[src/rtl/four_12_12_st2_tap_arb_pkg.sv]
// rtl/four_12_12_st2_tap_arb_pkg.sv - shared defaults and state types for the tap memory arbiter
package four_12_12_st2_tap_arb_pkg;

  localparam int TAPS_DEF         = 12;
  localparam int PHASES_DEF       = 10;
  localparam int DRAIN_CYCLES_DEF = 4;

  typedef enum logic [1:0] {
    ST_IDLE  = 2'd0,
    ST_FWD   = 2'd1,
    ST_UPD   = 2'd2,
    ST_DRAIN = 2'd3
  } arb_state_e;

  typedef enum logic {
    OWN_FWD = 1'b0,
    OWN_UPD = 1'b1
  } owner_e;

endpackage

[src/rtl/four_12_12_wrap_counter.sv]
// rtl/four_12_12_wrap_counter.sv - enabled counter that returns to zero after reaching wrap_val
module four_12_12_wrap_counter #(
  parameter int W = 4
) (
  input  logic         clk,
  input  logic         reset,
  input  logic         en,
  input  logic [W-1:0] wrap_val,
  output logic [W-1:0] count
);

  logic [W-1:0] count_q;
  logic [W-1:0] count_d;

  always_comb begin
    count_d = count_q;
    if (en) begin
      count_d = (count_q >= wrap_val) ? '0 : count_q + 1'b1;
    end
  end

  always_ff @(posedge clk or posedge reset) begin
    if (reset) begin
      count_q <= '0;
    end else begin
      count_q <= count_d;
    end
  end

  assign count = count_q;

endmodule

[src/rtl/four_12_12_st2_tap_arb.sv]
// rtl/four_12_12_st2_tap_arb.sv - non-preemptive burst arbiter between forward and update passes over tap memory
module four_12_12_st2_tap_arb
  import four_12_12_st2_tap_arb_pkg::*;
#(
  parameter int TAPS         = TAPS_DEF,
  parameter int PHASES       = PHASES_DEF,
  parameter int DRAIN_CYCLES = DRAIN_CYCLES_DEF
) (
  input  logic       clk,
  input  logic       reset,
  input  logic       fwd_req,
  input  logic       upd_req,
  input  logic       upd_urgent,
  input  logic [3:0] load_length,
  output logic       fwd_gnt,
  output logic       upd_gnt,
  output logic [3:0] mem_addr,
  output logic [3:0] mem_phase,
  output logic       mem_we,
  output logic       burst_last,
  output logic       busy
);

  localparam logic [3:0] LEN_MAX    = 4'(TAPS - 1);
  localparam logic [3:0] PHASE_WRAP = 4'(PHASES - 1);
  localparam logic [3:0] DRAIN_LAST = 4'(DRAIN_CYCLES - 1);

  arb_state_e state_q, state_d;
  owner_e     last_owner_q, last_owner_d;
  logic [3:0] len_q, len_d;
  logic [3:0] addr_q, addr_d;
  logic [3:0] drain_q, drain_d;

  logic       go_fwd, go_upd;
  logic [3:0] len_sat;
  logic       beat_last;
  logic       fwd_done, upd_done;
  logic [3:0] fwd_phase, upd_phase;

  assign len_sat   = (load_length > LEN_MAX) ? LEN_MAX : load_length;
  assign beat_last = (addr_q == len_q);
  assign fwd_done  = (state_q == ST_FWD) && beat_last;
  assign upd_done  = (state_q == ST_UPD) && beat_last;

  always_comb begin
    state_d      = state_q;
    last_owner_d = last_owner_q;
    len_d        = len_q;
    addr_d       = addr_q;
    drain_d      = drain_q;
    go_fwd       = 1'b0;
    go_upd       = 1'b0;

    case (state_q)
      ST_IDLE: begin
        // Urgent updates bypass fairness; otherwise a tie goes to whoever waited last.
        if (upd_req && upd_urgent) begin
          go_upd = 1'b1;
        end else if (fwd_req && upd_req) begin
          go_fwd = (last_owner_q == OWN_UPD);
          go_upd = (last_owner_q == OWN_FWD);
        end else begin
          go_fwd = fwd_req;
          go_upd = upd_req && !fwd_req;
        end
        if (go_fwd || go_upd) begin
          state_d      = go_fwd ? ST_FWD : ST_UPD;
          last_owner_d = go_fwd ? OWN_FWD : OWN_UPD;
          len_d        = len_sat;
          addr_d       = '0;
        end
      end
      ST_FWD, ST_UPD: begin
        if (beat_last) begin
          addr_d  = '0;
          state_d = (state_q == ST_FWD) ? ST_IDLE : ST_DRAIN;
          drain_d = DRAIN_LAST;
        end else begin
          addr_d = addr_q + 4'd1;
        end
      end
      ST_DRAIN: begin
        if (drain_q == 4'd0) begin
          state_d = ST_IDLE;
        end else begin
          drain_d = drain_q - 4'd1;
        end
      end
      default: state_d = ST_IDLE;
    endcase
  end

  always_ff @(posedge clk or posedge reset) begin
    if (reset) begin
      state_q      <= ST_IDLE;
      last_owner_q <= OWN_UPD;
      len_q        <= '0;
      addr_q       <= '0;
      drain_q      <= '0;
    end else begin
      state_q      <= state_d;
      last_owner_q <= last_owner_d;
      len_q        <= len_d;
      addr_q       <= addr_d;
      drain_q      <= drain_d;
    end
  end

  four_12_12_wrap_counter #(.W(4)) u_fwd_phase (
    .clk      (clk),
    .reset    (reset),
    .en       (fwd_done),
    .wrap_val (PHASE_WRAP),
    .count    (fwd_phase)
  );

  four_12_12_wrap_counter #(.W(4)) u_upd_phase (
    .clk      (clk),
    .reset    (reset),
    .en       (upd_done),
    .wrap_val (PHASE_WRAP),
    .count    (upd_phase)
  );

  assign fwd_gnt    = (state_q == ST_FWD);
  assign upd_gnt    = (state_q == ST_UPD);
  assign mem_we     = upd_gnt;
  assign busy       = (state_q != ST_IDLE);
  assign mem_addr   = (fwd_gnt || upd_gnt) ? addr_q : 4'd0;
  assign burst_last = (fwd_gnt || upd_gnt) && beat_last;
  assign mem_phase  = upd_gnt ? upd_phase : fwd_phase;

endmodule
[config.mk]
export PLATFORM = sky130hd
export DESIGN_NAME = four_12_12_st2_tap_arb
export DESIGN_NICKNAME = d
export VERILOG_FILES = /design/src/rtl/four_12_12_st2_tap_arb_pkg.sv /design/src/rtl/four_12_12_wrap_counter.sv /design/src/rtl/four_12_12_st2_tap_arb.sv
export SDC_FILE = /design/constraint.sdc
export NUM_CORES = 1
export LEC_CHECK = 0
export CELL_PAD_IN_SITES_DETAIL_PLACEMENT = 1
export CELL_PAD_IN_SITES_GLOBAL_PLACEMENT = 1
export CORE_ASPECT_RATIO = 1.4
export CORE_MARGIN = 2
export CORE_UTILIZATION = 40
export DETAILED_ROUTE_END_ITERATION = 8
export PLACE_DENSITY = 0.81
export SYNTH_ARGS = -nofsm -noshare
export SYNTH_HDL_FRONTEND = slang
export SYNTH_SLANG_ARGS = --single-unit
[constraint.sdc]
create_clock -name clk -period 2.6 [get_ports clk]
set_input_delay 0.39 -clock clk [delete_from_list [all_inputs] [get_ports clk]]
set_output_delay 0.39 -clock clk [all_outputs]
set_load 0.1 [all_outputs]
Yosys cells after proc, flatten, opt, wreduce, memory -nomap -nowiden
Index checks and enable logic that the tools add are counted.
Widths: inputs -> output; s select.
{"block": "totals", "reg_bits": 23, "latchBits": 0, "ram_bits": 0, "romBits": 0, "in_bits": 9, "wordCells": 66, "mem_count": 0}
{"block": "classes", "addsub": 4, "mul": 0, "n_div": 0, "order_cmp": 3, "n_eq_ne": 8, "n_shift": 0, "n_mux": 24, "n_bitwise": 1, "n_reduce_logical": 19}
{"operator": "$mux 4", "n": 9}
{"operator": "$pmux 4 s2", "n": 2}
{"operator": "$add 4x1->4 const B", "n": 3}
{"operator": "$mux 2", "n": 5}
{"operator": "$ge 4x4->1 const B", "n": 2}
{"operator": "$ne 2x2->1 const B", "n": 4}
{"operator": "$mux 1", "n": 7}
{"operator": "$logic_and 1x1->1", "n": 6}
{"operator": "$pmux 2 s3", "n": 1}
{"operator": "$reduce_and 3->1", "n": 2}
{"operator": "$reduce_bool 2->1", "n": 3}
{"operator": "$eq 2x2->1 const B", "n": 2}
{"operator": "$eq 4x4->1", "n": 1}
{"operator": "$gt 4x4->1 const B", "n": 1}
{"operator": "$logic_not 4->1", "n": 1}
{"operator": "$reduce_and 2->1", "n": 2}
{"operator": "$sub 4x1->4 const B", "n": 1}
{"operator": "$eq 2x1->1 const B", "n": 1}
{"operator": "$logic_not 2->1", "n": 1}
{"operator": "$logic_or 1x1->1", "n": 2}
{"operator": "$reduce_or 2->1", "n": 1}
{"operator": "$logic_not 1->1", "n": 1}
{"operator": "$not 1->1", "n": 1}

Depth between registers and ports, before layout
{"block": "depth", "ltp_word": 8, "depth_mapped": 6}

Modules after synthesis
From an unflattened synthesis, not the netlist that was laid out.
{"block": "unflattened", "hier_cells": 177, "area_unflattened_um2": 1627.8}
{"module": "four_12_12_st2_tap_arb", "n_inst": 1, "cells_per_inst": 115, "area_each_um2": 1034.7}
{"module": "four_12_12_wrap_counter", "n_inst": 2, "cells_per_inst": 31, "area_each_um2": 296.5}

Worst setup path before layout
OpenSTA, ideal clock, no wires.
{"block": "synth_timing", "kind": "register to output", "start": "reg state_q[0]", "end": "out mem_phase[0]", "arrival_time_ns": 3.453, "slack_ns": -1.243, "path_stages_with_launch": 5, "path_buffers": 1, "cell_sequence": "dfrtp_1 -> inv_1 -> ha_1 -> clkbuf_1 -> o21ai_0"}
{"block": "synth_between", "elab_chain_len": 2}
{"item": "start: declaration", "line_no": "four_12_12_st2_tap_arb.sv:28", "source": "arb_state_e state_q, state_d;"}
{"item": "start signal: assignment", "line_no": "four_12_12_st2_tap_arb.sv:101", "source": "state_q <= state_d;"}
{"item": "$eq 2x2->1", "line_no": "four_12_12_st2_tap_arb.sv:126", "source": "assign upd_gnt = (state_q == ST_UPD);"}
{"item": "net mem_we", "line_no": "four_12_12_st2_tap_arb.sv:19", "source": "output logic mem_we,"}
{"item": "$mux 4", "line_no": "four_12_12_st2_tap_arb.sv:131", "source": "assign mem_phase = upd_gnt ? upd_phase : fwd_phase;"}
{"item": "end: declaration", "line_no": "four_12_12_st2_tap_arb.sv:18", "source": "output logic [3:0] mem_phase,"}
The timed path passes the listed nets, and every way through them passes these cells.

Worst setup path after layout
{"block": "layout_timing", "start": "reg addr_q[2]", "end": "out burst_last"}
{"block": "layout_between", "elab_chain_len": 2}
{"item": "start: declaration", "line_no": "four_12_12_st2_tap_arb.sv:31", "source": "logic [3:0] addr_q, addr_d;"}
{"item": "start signal: assignment", "line_no": "four_12_12_st2_tap_arb.sv:104", "source": "addr_q <= addr_d;"}
{"item": "$eq 4x4->1", "line_no": "four_12_12_st2_tap_arb.sv:41", "source": "assign beat_last = (addr_q == len_q);"}
{"item": "$logic_and 1x1->1", "line_no": "four_12_12_st2_tap_arb.sv:130", "source": "assign burst_last = (fwd_gnt || upd_gnt) && beat_last;"}
{"item": "end: declaration", "line_no": "four_12_12_st2_tap_arb.sv:20", "source": "output logic burst_last,"}
No other way between the ends.

==> metrics.log <==
INFO  metric global_route.usage.total = 0.189
INFO  metric timing.final.ws_setup = 0.385 ns
INFO  metric final-hold-violation-count = 0
INFO  metric skew = 0.00329 ns
INFO  metric final.period_utilization = 0.852
INFO  metric dr.first_iter.drc_count = 30
INFO  metric count_of_flip_flops_with_a_built_in_enable_after_synthesis = 0
INFO  metric number_of_buffers_inserted_by_hold_repair_at_cts = 0
INFO  metric wl = 3610 microns
INFO  metric antenna_diode_instance_count = 0
INFO  metric cp-end-kind = output pin
INFO  metric fillers = 413
INFO  metric wl_per_cell = 16.0 microns
INFO  metric grt_pass1_vias = 1,393
INFO  metric yosysUniqueCellTypes = 38
INFO  metric synthesis.nets = 183
INFO  metric worstMarginPinSlew = 0.759 ns
INFO  metric grt_start_max_net_pins = 24
INFO  metric max_cap_violations = 0
INFO  metric total_die_area = 4220 sq um
INFO  metric unrepaired_setup_endpoints_after_global_routing = no
INFO  metric grt_remaining_overflow = 0
INFO  metric fmax = 451 MHz
INFO  metric outcome = finished clean
INFO  metric effective_utilization_at_floorplan = 0.411
INFO  metric critPathLaunchType = register
INFO  metric worstSetupStartpoint = addr_q[2]
INFO  metric rr_endpoint = u_fwd_phase.count[2]
INFO  metric timing.reg2reg.setup_slack = 0.51 ns
INFO  metric crit_chain = xor2_1 > nor4_1 > buf_4 > and2_1 > buf_12
INFO  metric final_nets = 207
INFO  metric port_buffer_count = 21
INFO  metric wl_met2 = 2060 microns
INFO  metric critical_path.reg2reg.startpoint = addr_q[2]
INFO  metric route.top_layer_used = met4
INFO  metric detail-route-antenna-nets = 0
INFO  metric layout.cells.most_common = sky130_fd_sc_hd__dfrtp_1
INFO  metric timing.critical_path.max_delay_family = simple AND/OR/NAND/NOR gates
INFO  metric met3_length = 109 microns
INFO  metric clk_pin_slew_worst_paths = 0.09 ns
INFO  metric post-cts-setup-buffer-count = 0
INFO  metric postSynthCellCount = 161
INFO  metric tritoncts_buffers = 3
INFO  metric slew_viol_final = 0
INFO  metric met1Wirelength = 1390 microns
INFO  metric reg2regPathDepth = 4
INFO  metric final_layout_size_suffix_gt1_frac = 0.147
INFO  metric layout-area-overhead-vs-synth = 22.4%
INFO  metric synth-seq-area-share = 0.389
INFO  metric synth.avg_cell_area = 9.21 sq um
INFO  metric required = 2.21 ns
INFO  metric post_drt_via_cell_ratio = 5.62
INFO  metric period_minus_slack = 2.21 ns
INFO  metric core.rowCount = 26
INFO  metric grt_antenna_before_repair = 0
INFO  metric drt_first_pass_iters = 4
INFO  metric buf_inv_stages_crit_path = 2
INFO  metric netlist_area = 1480 sq um
INFO  metric routabilityCongestion = 0.837
INFO  metric core = 3610 sq um
INFO  metric commonest_cells_after_routing_fill_and_taps_aside = sky130_fd_sc_hd__dfrtp_1 (22), sky130_fd_sc_hd__o21ai_0 (17), sky130_fd_sc_hd__inv_1 (17), sky130_fd_sc_hd__nand2_1 (14), sky130_fd_sc_hd__ha_1 (12)
INFO  metric finalSetupViolations = 0
INFO  metric timing.critical_path.fanout_max = 6
INFO  metric io_pins = 22
INFO  metric postLayoutCellArea = 1820 sq um
INFO  metric root_buffer = sky130_fd_sc_hd__clkbuf_8
INFO  metric tritoncts_clock_tree = built
INFO  metric hold_crit_class = input pin to asynchronous set/reset pin
INFO  metric post-route-drc-count = 0
INFO  metric slew_headroom = 0.489
INFO  metric hpwlAfterDp = 2820 microns
INFO  metric post_cts_repair_resize_count = 0
INFO  metric fin_worst_hold_slack = 0.475 ns
INFO  metric clkLatencyLatePin = 0.26 ns
INFO  metric depth_of_the_cts_h_tree = 1
INFO  metric placement.setup.worst_slack = 0.531 ns
INFO  metric vias = 1,270
INFO  metric yosysWarningCount = 0
INFO  metric synth_seq_cells = 23
INFO  metric ffs_w_async_s_r_synth = 1.00
INFO  metric ys_dominant_reg_cell = sky130_fd_sc_hd__dfrtp_1
INFO  metric die_w = 55.5 microns
INFO  metric cp_slowest_stage_delay = 0.44 ns
INFO  metric die_y = 76.0 microns
INFO  metric cts-root-to-sink-buffers = 2
INFO  metric critical-path-slowest-cell = sky130_fd_sc_hd__dfrtp_1
INFO  metric cts.sink_count = 23
INFO  metric grt_first_pass_wirelength = 6510 microns
INFO  metric postPlaceCellArea = 1770 sq um
INFO  metric cp.arrival = 1.82 ns
INFO  metric crit_type = register to output pin
-- how the worst max path moves through the flow --
stage,cells after the start,end
global placement,4,addr_q[1]
global route,5,burst_last
floorplan,4,mem_phase[0]
CTS,4,mem_addr[1]
detailed placement,4,addr_q[1]
finish,5,burst_last
-- cell usage after synthesis (all sizes together), types with 3 or more instances --
master  number  share of area
nand2b       5          0.021
o21ai       20          0.068
nor3         3          0.010
buf          3          0.016
nand2       14          0.035
xor2         4          0.024
nand3        7          0.024
ha          13           0.11
nor3b        3          0.015
mux2i        3          0.020
o31ai        3          0.015
inv         17          0.043
a31oi        3          0.013
dfrtp       22           0.37
mux2         4          0.030
and2         6          0.025
a21oi        7          0.024
-- flip-flops by register name, indices dropped and copies added, names as in the netlist --
signal and flops:
u_upd_phase.count 4, last_owner_q 1, addr_q 4, len_q 4, u_fwd_phase.count 4, state_q 2
drain_q 4
-- metal layers --
metal  GRT usage  vias to the layer above
met5           0                        -
met1       0.210                      632
met3      0.0255                        4
li1            -                      614
met4      0.0683                        0
met2       0.356                       20
-- area by class of cell --
class	instances	area, sq um	share of cell area
Inverter	17	63.8	0.0351
Tap cell	42	52.6	0.0289
Sequential cell	23	577	0.318
Timing Repair Buffer	24	263	0.145
Multi-Input combinational cell	116	813	0.448
Clock inverter	1	5.00	0.00276
Clock buffer	3	41.3	0.0227
-- cell families (layout without fill, tap and decap cells) --
group / count (synthesis) / count (layout) / synth area share
compound gates: 45 / 45 / 0.193
flops: 23 / 23 / 0.389
mux: 7 / 7 / 0.0506
buf+inv: 22 / 45 / 0.0641
fa+ha+maj: 13 / 13 / 0.110
simple gates: 47 / 47 / 0.170
xor+xnor: 4 / 4 / 0.0236
-- worst register-to-register path, delay by kind of cell, from the launching register on --
family	cells	cell delay, ns
simple gates	1	0.81
xor+xnor	1	0.19
flops	1	0.44
compound gates	2	0.51
-- through the flow --
step                      setup TNS, ns  cells  utilization
after floorplan                  -0.470    161            -
after global placement                0    222        0.490
after detailed placement              0    222        0.490
after CTS                             0    226        0.503
after global routing                  0    226        0.503
final                                 0    226        0.503
Power is left out: the tool's default activity adds up to more than one toggle a clock period on the data nets, which glitch-free logic cannot reach.
